[config.mk]
export PLATFORM = sky130hd
export DESIGN_NAME = combo_lock_ctrl
export DESIGN_NICKNAME = d
export VERILOG_FILES = /design/src/rtl/combo_lock_ctrl_pkg.sv /design/src/rtl/btn_debounce.sv /design/src/rtl/combo_lock_ctrl.sv
export SDC_FILE = /design/constraint.sdc
export NUM_CORES = 1
export LEC_CHECK = 0
export BUFFER_PORTS_ARGS = -buffer_cell sky130_fd_sc_hd__buf_2
export CAP_MARGIN = 20
export CORE_ASPECT_RATIO = 1.5
export CORE_MARGIN = 2
export CORE_UTILIZATION = 64
export CTS_BUF_LIST = sky130_fd_sc_hd__clkbuf_4
export CTS_CLUSTER_SIZE = 14
export DETAILED_ROUTE_END_ITERATION = 10
export PLACE_DENSITY_LB_ADDON = 0.2
export SYNTH_ARGS = -nofsm -noshare
export SYNTH_HDL_FRONTEND = slang
export SYNTH_SLANG_ARGS = --single-unit
[constraint.sdc]
create_clock -name clk -period 3.07 [get_ports clk]
set_input_delay 0 -clock clk [delete_from_list [all_inputs] [get_ports clk]]
set_output_delay 0 -clock clk [all_outputs]
set_load 0.01 [all_outputs]
[src/rtl/combo_lock_ctrl_pkg.sv]
// Shared types and constants for the combination-lock controller.
package combo_lock_pkg;

   typedef enum logic [1:0] {LOCKED, OPEN, FAIL, LOCKOUT} lock_state_e;

   // LED words are ordered {led_1, led_3, led_5, led_7, led_9}
   localparam logic [4:0] LED_ALL  = 5'b11111;
   localparam logic [4:0] LED_FAIL = 5'b10101;
   localparam logic [4:0] LED_OFF  = 5'b00000;

   // Bits needed to hold the largest of three cycle counts (at least 1).
   function automatic int timer_width(input int unsigned a, input int unsigned b,
                                      input int unsigned c);
      longint unsigned m;
      int w;
      m = 64'(a);
      if (64'(b) > m) m = 64'(b);
      if (64'(c) > m) m = 64'(c);
      w = 1;
      while ((64'd1 << w) < m) w++;
      return w;
   endfunction

endpackage

[src/rtl/btn_debounce.sv]
// Two-flop synchronizer, stability counter and rising-edge press pulse for one raw input.
module btn_debounce
   import combo_lock_pkg::*;
#(
   parameter int unsigned DEBOUNCE_CYCLES = 500000
) (
   input  logic clk,
   input  logic rst_n,
   input  logic din,
   output logic press
);

   localparam int CW = timer_width(DEBOUNCE_CYCLES, 1, 1);
   localparam logic [CW-1:0] CNT_LAST = CW'(DEBOUNCE_CYCLES - 1);

   logic [1:0]    sync;
   logic [CW-1:0] cnt;
   logic          level;

   // cnt tracks consecutive cycles where the synchronized input disagrees with level
   always_ff @(posedge clk or negedge rst_n) begin
      if (!rst_n) begin
         sync  <= '0;
         cnt   <= '0;
         level <= 1'b0;
         press <= 1'b0;
      end else begin
         sync  <= {sync[0], din};
         press <= 1'b0;
         if (sync[1] == level) begin
            cnt <= '0;
         end else if (cnt == CNT_LAST) begin
            cnt   <= '0;
            level <= sync[1];
            press <= sync[1];
         end else begin
            cnt <= cnt + 1'b1;
         end
      end
   end

endmodule

[src/rtl/combo_lock_ctrl.sv]
// Combination-lock sequencer: OPEN / FAIL / LOCKOUT phases on a shared down-counter.
// Define CODE_PROGRAM_EN to let a press in OPEN store the switch word as the new code.
module combo_lock_ctrl
   import combo_lock_pkg::*;
#(
   parameter logic [4:0]  CODE            = 5'b11111,
   parameter int unsigned DEBOUNCE_CYCLES = 500000,
   parameter int unsigned OPEN_CYCLES     = 50000000,
   parameter int unsigned FAIL_CYCLES     = 25000000,
   parameter int unsigned LOCKOUT_CYCLES  = 250000000,
   parameter int unsigned MAX_TRIES       = 3
) (
   input  logic       clk,
   input  logic       rst_n,
   input  logic       sw_1,
   input  logic       sw_3,
   input  logic       sw_5,
   input  logic       sw_7,
   input  logic       sw_9,
   input  logic       btn,
   output logic       led_1,
   output logic       led_3,
   output logic       led_5,
   output logic       led_7,
   output logic       led_9,
   output logic       unlocked,
   output logic       locked_out,
   output logic [2:0] fail_cnt
);

   localparam int TW = timer_width(OPEN_CYCLES, FAIL_CYCLES, LOCKOUT_CYCLES);
   localparam logic [TW-1:0] T_OPEN = TW'(OPEN_CYCLES - 1);
   localparam logic [TW-1:0] T_FAIL = TW'(FAIL_CYCLES - 1);
   localparam logic [TW-1:0] T_LOCK = TW'(LOCKOUT_CYCLES - 1);
   localparam logic [2:0]    MAX3   = 3'(MAX_TRIES);

   lock_state_e   state;
   logic [TW-1:0] timer;
   logic [4:0]    led;
   logic [4:0]    sw_meta, sw_word, code;
   logic [2:0]    fail_inc;
   logic          press;

   assign {led_1, led_3, led_5, led_7, led_9} = led;
   assign fail_inc = fail_cnt + 3'd1;

   always_ff @(posedge clk or negedge rst_n) begin
      if (!rst_n) begin
         sw_meta <= '0;
         sw_word <= '0;
      end else begin
         sw_meta <= {sw_1, sw_3, sw_5, sw_7, sw_9};
         sw_word <= sw_meta;
      end
   end

   btn_debounce #(.DEBOUNCE_CYCLES(DEBOUNCE_CYCLES)) u_btn (
      .clk   (clk),
      .rst_n (rst_n),
      .din   (btn),
      .press (press)
   );

`ifdef CODE_PROGRAM_EN
   always_ff @(posedge clk or negedge rst_n) begin
      if (!rst_n)
         code <= CODE;
      else if (state == OPEN && press)
         code <= sw_word;
   end
`else
   assign code = CODE;
`endif

   // Outputs are assigned alongside the state so they decode the state being entered.
   always_ff @(posedge clk or negedge rst_n) begin
      if (!rst_n) begin
         state      <= LOCKED;
         timer      <= '0;
         fail_cnt   <= '0;
         led        <= LED_OFF;
         unlocked   <= 1'b0;
         locked_out <= 1'b0;
      end else begin
         case (state)
            LOCKED: begin
               if (press) begin
                  if (sw_word == code) begin
                     state    <= OPEN;
                     fail_cnt <= '0;
                     timer    <= T_OPEN;
                     led      <= LED_ALL;
                     unlocked <= 1'b1;
                  end else if (fail_inc < MAX3) begin
                     state    <= FAIL;
                     fail_cnt <= fail_inc;
                     timer    <= T_FAIL;
                     led      <= LED_FAIL;
                  end else begin
                     state      <= LOCKOUT;
                     fail_cnt   <= MAX3;
                     timer      <= T_LOCK;
                     led        <= LED_OFF;
                     locked_out <= 1'b1;
                  end
               end
            end
            OPEN: begin
               if (press || timer == '0) begin
                  state    <= LOCKED;
                  timer    <= '0;
                  led      <= LED_OFF;
                  unlocked <= 1'b0;
               end else begin
                  timer <= timer - 1'b1;
               end
            end
            FAIL: begin
               if (timer == '0) begin
                  state <= LOCKED;
                  led   <= LED_OFF;
               end else begin
                  timer <= timer - 1'b1;
               end
            end
            LOCKOUT: begin
               if (timer == '0) begin
                  state      <= LOCKED;
                  fail_cnt   <= '0;
                  locked_out <= 1'b0;
               end else begin
                  timer <= timer - 1'b1;
               end
            end
            default: begin
               state      <= LOCKED;
               timer      <= '0;
               led        <= LED_OFF;
               unlocked   <= 1'b0;
               locked_out <= 1'b0;
            end
         endcase
      end
   end

endmodule
==> summary.md, run 1 <==
| Metric | Value |
|---|---|
| Clock Sinks | `70` |
| Final net count | `437` |
| Rows | `34` |
| CTS tree | `yes` |
| Worst-path clk slew | `0.13 ns` |
| Worst Path Max Fanout | `16` |
| DIE AREA | `6510 um2` |
| Main synth FF type | `dfrtp_1` |
| Area share of the largest cell type after synthesis | `a little under half` |
| Maxcap violations | `0` |
| Diode count | `0` |
| Syn Area/Cell | `9.56 um2` |
| Largest area contributor in the netlist | `dfrtp_1` |
| Gate power share | `around 3.0%` |
| Detailed Route Iter0 Violations | `193` |
| Number of synthesized register bits | `70` |
| Hold Worst Slack | `approximately 0.04 ns` |
| Vias in the first global route | `just over 3000` |
| Post-detail-place hpwl | `5770 um` |
| Crit path DAT | `just over 3 ns` |
| WP data required | `around 3.4 ns` |
| Area growth, synth to finish | `9.42%` |
| Total Wirelength | `8260 um` |
| Crit path kind | `reg -> reg` |
| Yosys warning count | `0` |
| Die W | `66.6 um` |
| Asr flop ratio synth | `100%` |
| Switch share | `24.5%` |
| Hold Path Class | `in -> async` |
| Endpoint type of the worst setup path | `flip-flop` |
| Fin crit period | `2.71 ns` |
| VDD IR-drop max | `369 uV` |
| Final ANT Viol Nets | `0` |
| Period utilization | `88.2%` |
| Total track usage | `27.9%` |
| RePlAce Congestion | `0.930` |
| Vias/cell | `6.11` |
| Routed vias | `3036` |
| Port Buffers | `17` |
| Sequential share of the synthesized area | `a little under half` |
| Max Buffers Root-to-Sink | `2` |
| Share of cells above drive strength 1 | `14.4%` |
| Cts repair resizes | `0` |
| Initial Utilization | `65.4%` |
| Clk_lat worst skew | `between 0.4 and 0.5 ns` |
| Power Internal | `approximately 1200 uW` |
| Crit start category | `flip-flop` |
| 1st-pass router iterations | `4` |
| Syn Inst Count | `approximately 400` |
| Hold Vio Cnt, Final | `0` |
| CTS Buf Count | `9` |
| First-pass GRT wire length | `13800 um` |
| DRC viols | `0` |
| Sequential Power Share | `59.0%` |
| Net Sw Power | `roughly 390 uW` |
| Final TNS setup | `0 ns` |
| Cell variety after synth | `60` |
| Clk_skew | `0.0206 ns` |
| Largest net degree at the start of global routing | `50` |
| Clock Root Buffer | `clkbuf_4` |
| Synth Cell Area | `3760 um2` |
| Fmax | `0.369 GHz` |
| Synth top area cells | `dfrtp_1, nor2_1, a21oi_1` |
| Antenna violations before repair | `0` |
| IO Pins | `18` |
| Rel. slew slack | `52.0%` |
| Core area | `5740 um2` |
| EDFF count, synth | `0` |
| H-Tree Level Count | `3` |
| Syn nets | `410` |
| Clock share of power | `38.0%` |
| Slew Viols, Final | `0` |
| Wire length per cell | `16.6 um` |
| RSZ-0062 raised after global routing | `no` |
| Setup violators final | `0` |
| Leak pwr | `approximately 0.002 uW` |
| Power per cell area | `around 390 nW/um2` |
| Overflow after GRT | `0` |
| Measured slew at the worst slew-check pin | `~0.7 ns` |
| Die Span Y | `~100 um` |
| Flop-to-flop setup slack | `0.36 ns` |
| Status | `finished, final reports clean` |
==> worst paths after layout <==
check                           start  cells after the start            to
max                         timer[24]                      6     timer[17]
min                             rst_n                      2     timer[10]
max reg2reg                 timer[24]                      6     timer[17]
min reg2reg                sw_meta[4]                      0    sw_word[4]
max in group asynchronous       rst_n                      4  u_btn.cnt[0]
min in group clk                 sw_3                      2    sw_meta[3]
==> registers in the layout (all words and copies together), names as in the netlist, 2 cells and up <==
name	cells
fail_cnt	3
u_btn.cnt	19
led	2
timer	28
sw_word	5
sw_meta	5
state	2
u_btn.sync	2
==> layout by cell type (no fill, tap or decap), types with 6 or more instances in the layout <==
cell type,n
dfrtp_1,70
xor2_1,12
dlygate4sd3_1,7
and3_1,7
inv_1,16
o2bb2ai_1,8
o22a_1,6
a21oi_1,24
ha_1,9
xnor2_1,7
o22ai_1,6
clkbuf_4,9
a31oi_1,6
nor4_1,9
nand2_1,23
buf_2,17
or4_1,6
nor3_1,20
buf_4,10
nor2_1,52
nand3_1,12
o21a_1,9
o21ai_0,19
==> area by class of cell <==
class | instances | area (um2)
timing repair buffer | 35 | 250
sequential | 70 | 1750
clock buffer | 9 | 67.6
inverter | 17 | 63.8
multi-input combinational | 287 | 1820
fill | 439 | 1630
tap | 72 | 90.1
clock inverter | 7 | 73.8
==> layer usage <==
| metal | part of all wire (%) | GRT usage [%] | wire (um) |
|---|---|---|---|
| met1 | 40 | 31.9 | 3300 |
| met2 | 54 | 47.3 | 4440 |
| met3 | 4.0 | 5.99 | 330 |
| met4 | 2.3 | 15.5 | 192 |
| met5 | 0 | 0 | 0 |
==> stage by stage <==
stage          cell area, um2  total power, uW  util, %  setup WS, ns  std cells
6_report                 4110             1590     71.6         0.361        497
3_3_place_gp             3880              993     67.6         0.564        473
5_1_grt                  4110             1660     71.6         0.183        497
2_1_floorplan            3760              967        -         0.947        393
3_5_place_dp             3880              995     67.6         0.452        473
4_1_cts                  4090             1600     71.3         0.421        496
==> repair_timing <==
item / 4_1_cts / 5_1_grt
endpoints found under the hold margin: 53 / 0
setup buffers: 0 / 0
hold buffers: 7 / 0
==> cells by family (layout without fill, tap and decap cells) <==
kind of cell | after synthesis | after routing | share of synthesized area [%]
mux | 3 | 3 | 0.899
xor+xnor | 19 | 19 | 4.43
fa+ha+maj | 9 | 9 | 3.00
flops | 70 | 70 | 46.6
compound gates | 99 | 99 | 18.1
buf+inv | 36 | 68 | 5.09
simple gates | 157 | 157 | 21.8
==> synthesized netlist by cell type, drive strengths merged, types with 2 or more instances <==
cell type and number:
dfrtp 70, nor2 52, a21oi 26, nand2 23, nor3 21, o21ai 21
inv 16, buf 14, nand3 12, xor2 12, nor4 11, ha 9
o21a 9, o2bb2ai 8, or4 8, and3 7, xnor2 7, a31oi 6
o22a 6, o22ai 6, clkbuf 5, nand4 4, a2bb2oi 3, and4 3
mux2 3, o31ai 3, or3 3, a21o 2, nand2b 2, nor2b 2
nor3b 2, or2 2
==> power by group through the flow <==
| stage | combinational (uW) | sequential (uW) | clock [uW] |
|---|---|---|---|
| 6_report | 47.9 | 939 | 605 |
| 4_1_cts | 45.4 | 939 | 616 |
| 3_3_place_gp | 37.1 | 956 | 0 |
| 5_1_grt | 54.8 | 940 | 668 |
| 3_5_place_dp | 38.7 | 956 | 0 |
| 2_1_floorplan | 11.9 | 955 | 0 |
==> worst max-delay path, stage by stage, from the launching register on <==
cell	delay, ns
dfrtp_1	0.47
nor4_1	0.58
nand4_1	0.19
or2_1	0.42
a21oi_4	0.43
o21ai_0	0.16
a221o_2	0.36
Power figures use the tool's default switching activity.
==> run 2, diff against run 1 <==
Settings changed: ABC_AREA from default to 1.
==> run 2 against run 1 <==
Against the previous run:
- core utilization is essentially flat
- non-clock buffer count shrank 9
- sequential power is essentially flat
- maximum frequency grew 17%
- critical endpoint is now timer[10]
- largest cell class unchanged
==> summary.md, run 2 <==
| Metric | Value |
|---|---|
| Status | `finished, final reports clean` |
| Synth Area in Compound Gates | `8.31% (-9.8 points)` |
| Clk_skew | `0.0228 ns (+0.00213 ns)` |
| RSZ-0062 raised after global routing | `no` |
| Rows | `35 (+2.9%)` |
| CTS tree | `yes` |
| Largest net degree at the start of global routing | `46 (-8.0%)` |
| R2r endpoint | `timer[10]` |
| Antenna violations before repair | `0 (unchanged)` |
| Hold Worst Slack | `0.117 ns (+0.0759 ns)` |
| Final TNS setup | `0 ns (unchanged)` |
| IO Pins | `18 (unchanged)` |
| Clock Root Buffer | `clkbuf_4` |
| Sequential share of the synthesized area | `43.6% (-3.0 points)` |
| Area share of the largest cell type after synthesis | `43.6% (-3.0 points)` |
| Non-Filler Instances | `627 (+26%)` |
| Syn Area/Cell | `7.70 um2 (-19%)` |
| Final ANT Viol Nets | `0 (unchanged)` |
| Cell variety after synth | `37 (-38%)` |
| Flop-to-flop setup slack | `0.75 ns (+0.39 ns)` |
| Largest area contributor in the netlist | `dfrtp_1` |
| Adder-Cell Fraction of Synth Area | `2.80% (-0.20 points)` |
| Vias in the first global route | `3470 (+14%)` |
| Synth Area in XOR/XNOR | `4.79% (+0.36 points)` |
| Number of synthesized register bits | `70 (unchanged)` |
| Syn nets | `539 (+31%)` |
| Crit path kind | `reg -> reg` |
| Core area | `6130 um2 (+6.8%)` |
| 1st-pass router iterations | `5 (+1)` |
| FF-to-FF Start | `state[0]` |
| Fin crit period | `2.32 ns (-0.387 ns)` |
| Mux cell area share after synthesis | `0% (-0.90 points)` |
| Initial Utilization | `65.6% (+0.15 points)` |
| Final net count | `565 (+29%)` |
| Routed vias | `3571 (+18%)` |
| Diode count | `0 (unchanged)` |
| Power per cell area | `391 nW/um2 (+1.0%)` |
| Simple-Gate Fraction of Synth Area | `33.8% (+12 points)` |
| Main synth FF type | `dfrtp_1` |
| Measured slew at the worst slew-check pin | `0.627 ns (-0.0927 ns)` |
| Final setup margin | `0.748 ns (+0.387 ns)` |
| VDD IR-drop max | `512 uV (+39%)` |
| Worst Path Max Fanout | `21 (+5)` |
| Leak pwr | `0.00221 uW (+14%)` |
| Postcts setup bufs | `0 (unchanged)` |
| Synth Cell Area | `4020 um2 (+7.0%)` |
| First-pass GRT wire length | `15400 um (+11%)` |
| Endpoint type of the worst setup path | `flip-flop` |
| Place WS | `0.784 ns (+0.332 ns)` |
| Syn Inst Count | `522 (+33%)` |
| DP Cell Count | `604 (+28%)` |
| Slew Viols, Final | `0 (unchanged)` |
| DRC viols | `0 (unchanged)` |
| Crit path DAT | `2.64 ns (-0.39 ns)` |
| Max FFs per register | `28 (unchanged)` |
| Yosys warning count | `0 (unchanged)` |
| H-Tree Level Count | `3 (unchanged)` |
| Total Wirelength | `9410 um (+14%)` |
| Total track usage | `30.1% (+2.2 points)` |
| Synth top area cells | `dfrtp_1, nand2_1, nor2_1` |
| Hold Path Class | `in -> async` |
| DIE AREA | `6950 um2 (+6.6%)` |
| Setup violators final | `0 (unchanged)` |
| Biggest regs | `timer: 28 flops, u_btn.cnt: 19 flops` |
| Vias/cell | `5.70 (-6.8%)` |
| Asr flop ratio synth | `100% (unchanged)` |
| WP data required | `3.39 ns (about the same)` |
| Commonest non-fill, non-tap cells in the layout | `nand2_1, nor2_1, dfrtp_1, inv_1, nand3_1` |
| Port Buffers | `17 (unchanged)` |
| Area growth, synth to finish | `9.21%` |
| Share of cells above drive strength 1 | `12.1% (-2.2 points)` |
| Biggest register | `timer` |
| Top-count cell post-synth | `nand2_1` |
| EDFF count, synth | `0 (unchanged)` |
| Clk_lat worst skew | `0.41 ns (-0.02 ns)` |
| Worst-path clk slew | `0.13 ns (about the same)` |
| Post-detail-place hpwl | `6900 um (+20%)` |
| Fmax | `0.431 GHz (+17%)` |
| Rel. slew slack | `58.2% (+6.2 points)` |
| Wire length per cell | `15.0 um (-9.7%)` |
| Die Span Y | `101 um (+3.3%)` |
| Period utilization | `75.6% (-13 points)` |
| Hold Vio Cnt, Final | `0 (unchanged)` |
| Commonest non-fill, non-tap cell in the layout | `nand2_1` |
| Crit start category | `flip-flop` |
| Overflow after GRT | `0 (unchanged)` |
| Die W | `68.7 um (+3.2%)` |
| Detailed Route Iter0 Violations | `301 (+56%)` |
| Maxcap violations | `0 (unchanged)` |
| Main combinational cell family by area after synthesis | `simple AND/OR/NAND/NOR gates` |
| CTS Buf Count | `9 (unchanged)` |
| RePlAce Congestion | `0.929 (-0.11%)` |
| Top cells by count, synth | `nand2_1, nor2_1, dfrtp_1, inv_1, nand3_1` |
| Clock Sinks | `70 (unchanged)` |
| Max Buffers Root-to-Sink | `2 (unchanged)` |
| Path depth of the worst reg2reg path | `9 (+3)` |
[run 2: worst max path at each step]
stage                         from         to  depth (start not counted)
after floorplan           state[0]   timer[8]                         10
after global placement    state[0]   timer[7]                          9
after detailed placement  state[0]  timer[10]                          9
after CTS                 state[0]  timer[10]                          9
after global routing      state[0]  timer[10]                          9
final                     state[0]  timer[10]                          9
[run 2: worst max-delay path, cell delays in order (launching register included)]
cell and delay, ns:
dfrtp_1 0.45, inv_1 0.09, ha_1 0.25, inv_2 0.29
nor2_1 0.19, a21oi_2 0.46, buf_4 0.29, nand3_1 0.09
nand2_1 0.07, nor2_1 0.04
[run 2: cells by family after synthesis]
family	count (synthesis)
xor gates and xnor gates	22
AOI/OAI and AO/OA	55
buffers and inverters	64
and+or+nand+nor	302
DFF	70
adders and majority gates	9
[run 2: per-stage QoR]
step                power (uW)  utilization, %  area (um2)
floorplan                  966               -        4020
detailed placement         995            67.6        4140
CTS                       1740            71.6        4390
finish                    1720            71.6        4390
global route              1780            71.6        4390
global placement           993            67.6        4140
[run 2: power breakdown]
group | internal [uW] | leakage, uW | total [uW] | switching (uW)
clock network | 408 | 0.0000973 | 735 | 326
logic | 14.7 | 0.00117 | 44.7 | 30.0
registers | 933 | 0.000948 | 937 | 4.78
[run 2: timing repair]
| item | 4_1_cts | 5_1_grt |
|---|---|---|
| endpoints found under the hold margin | 31 | 0 |
| resized for setup | 0 | 0 |
| hold buffers | 7 | 0 |
[run 2: metal layers]
| metal | up-vias | track usage, % | wire, um |
|---|---|---|---|
| met5 | - | 0 | 0 |
| met4 | 0 | 17.3 | 487 |
| met3 | 50 | 5.92 | 398 |
| met2 | 154 | 53.3 | 4970 |
| met1 | 1625 | 31.9 | 3550 |
| li1 | 1742 | - | - |
[run 2: final cells by class]
| type | count | area, um2 |
|---|---|---|
| clock buffers | 9 | 67.6 |
| multi-input cells | 388 | 2000 |
| well taps | 74 | 92.6 |
| clock inverters | 7 | 113 |
| flip-flops and latches | 70 | 1750 |
| inverters | 53 | 199 |
| fillers | 492 | 1740 |
| repair buffers | 26 | 170 |
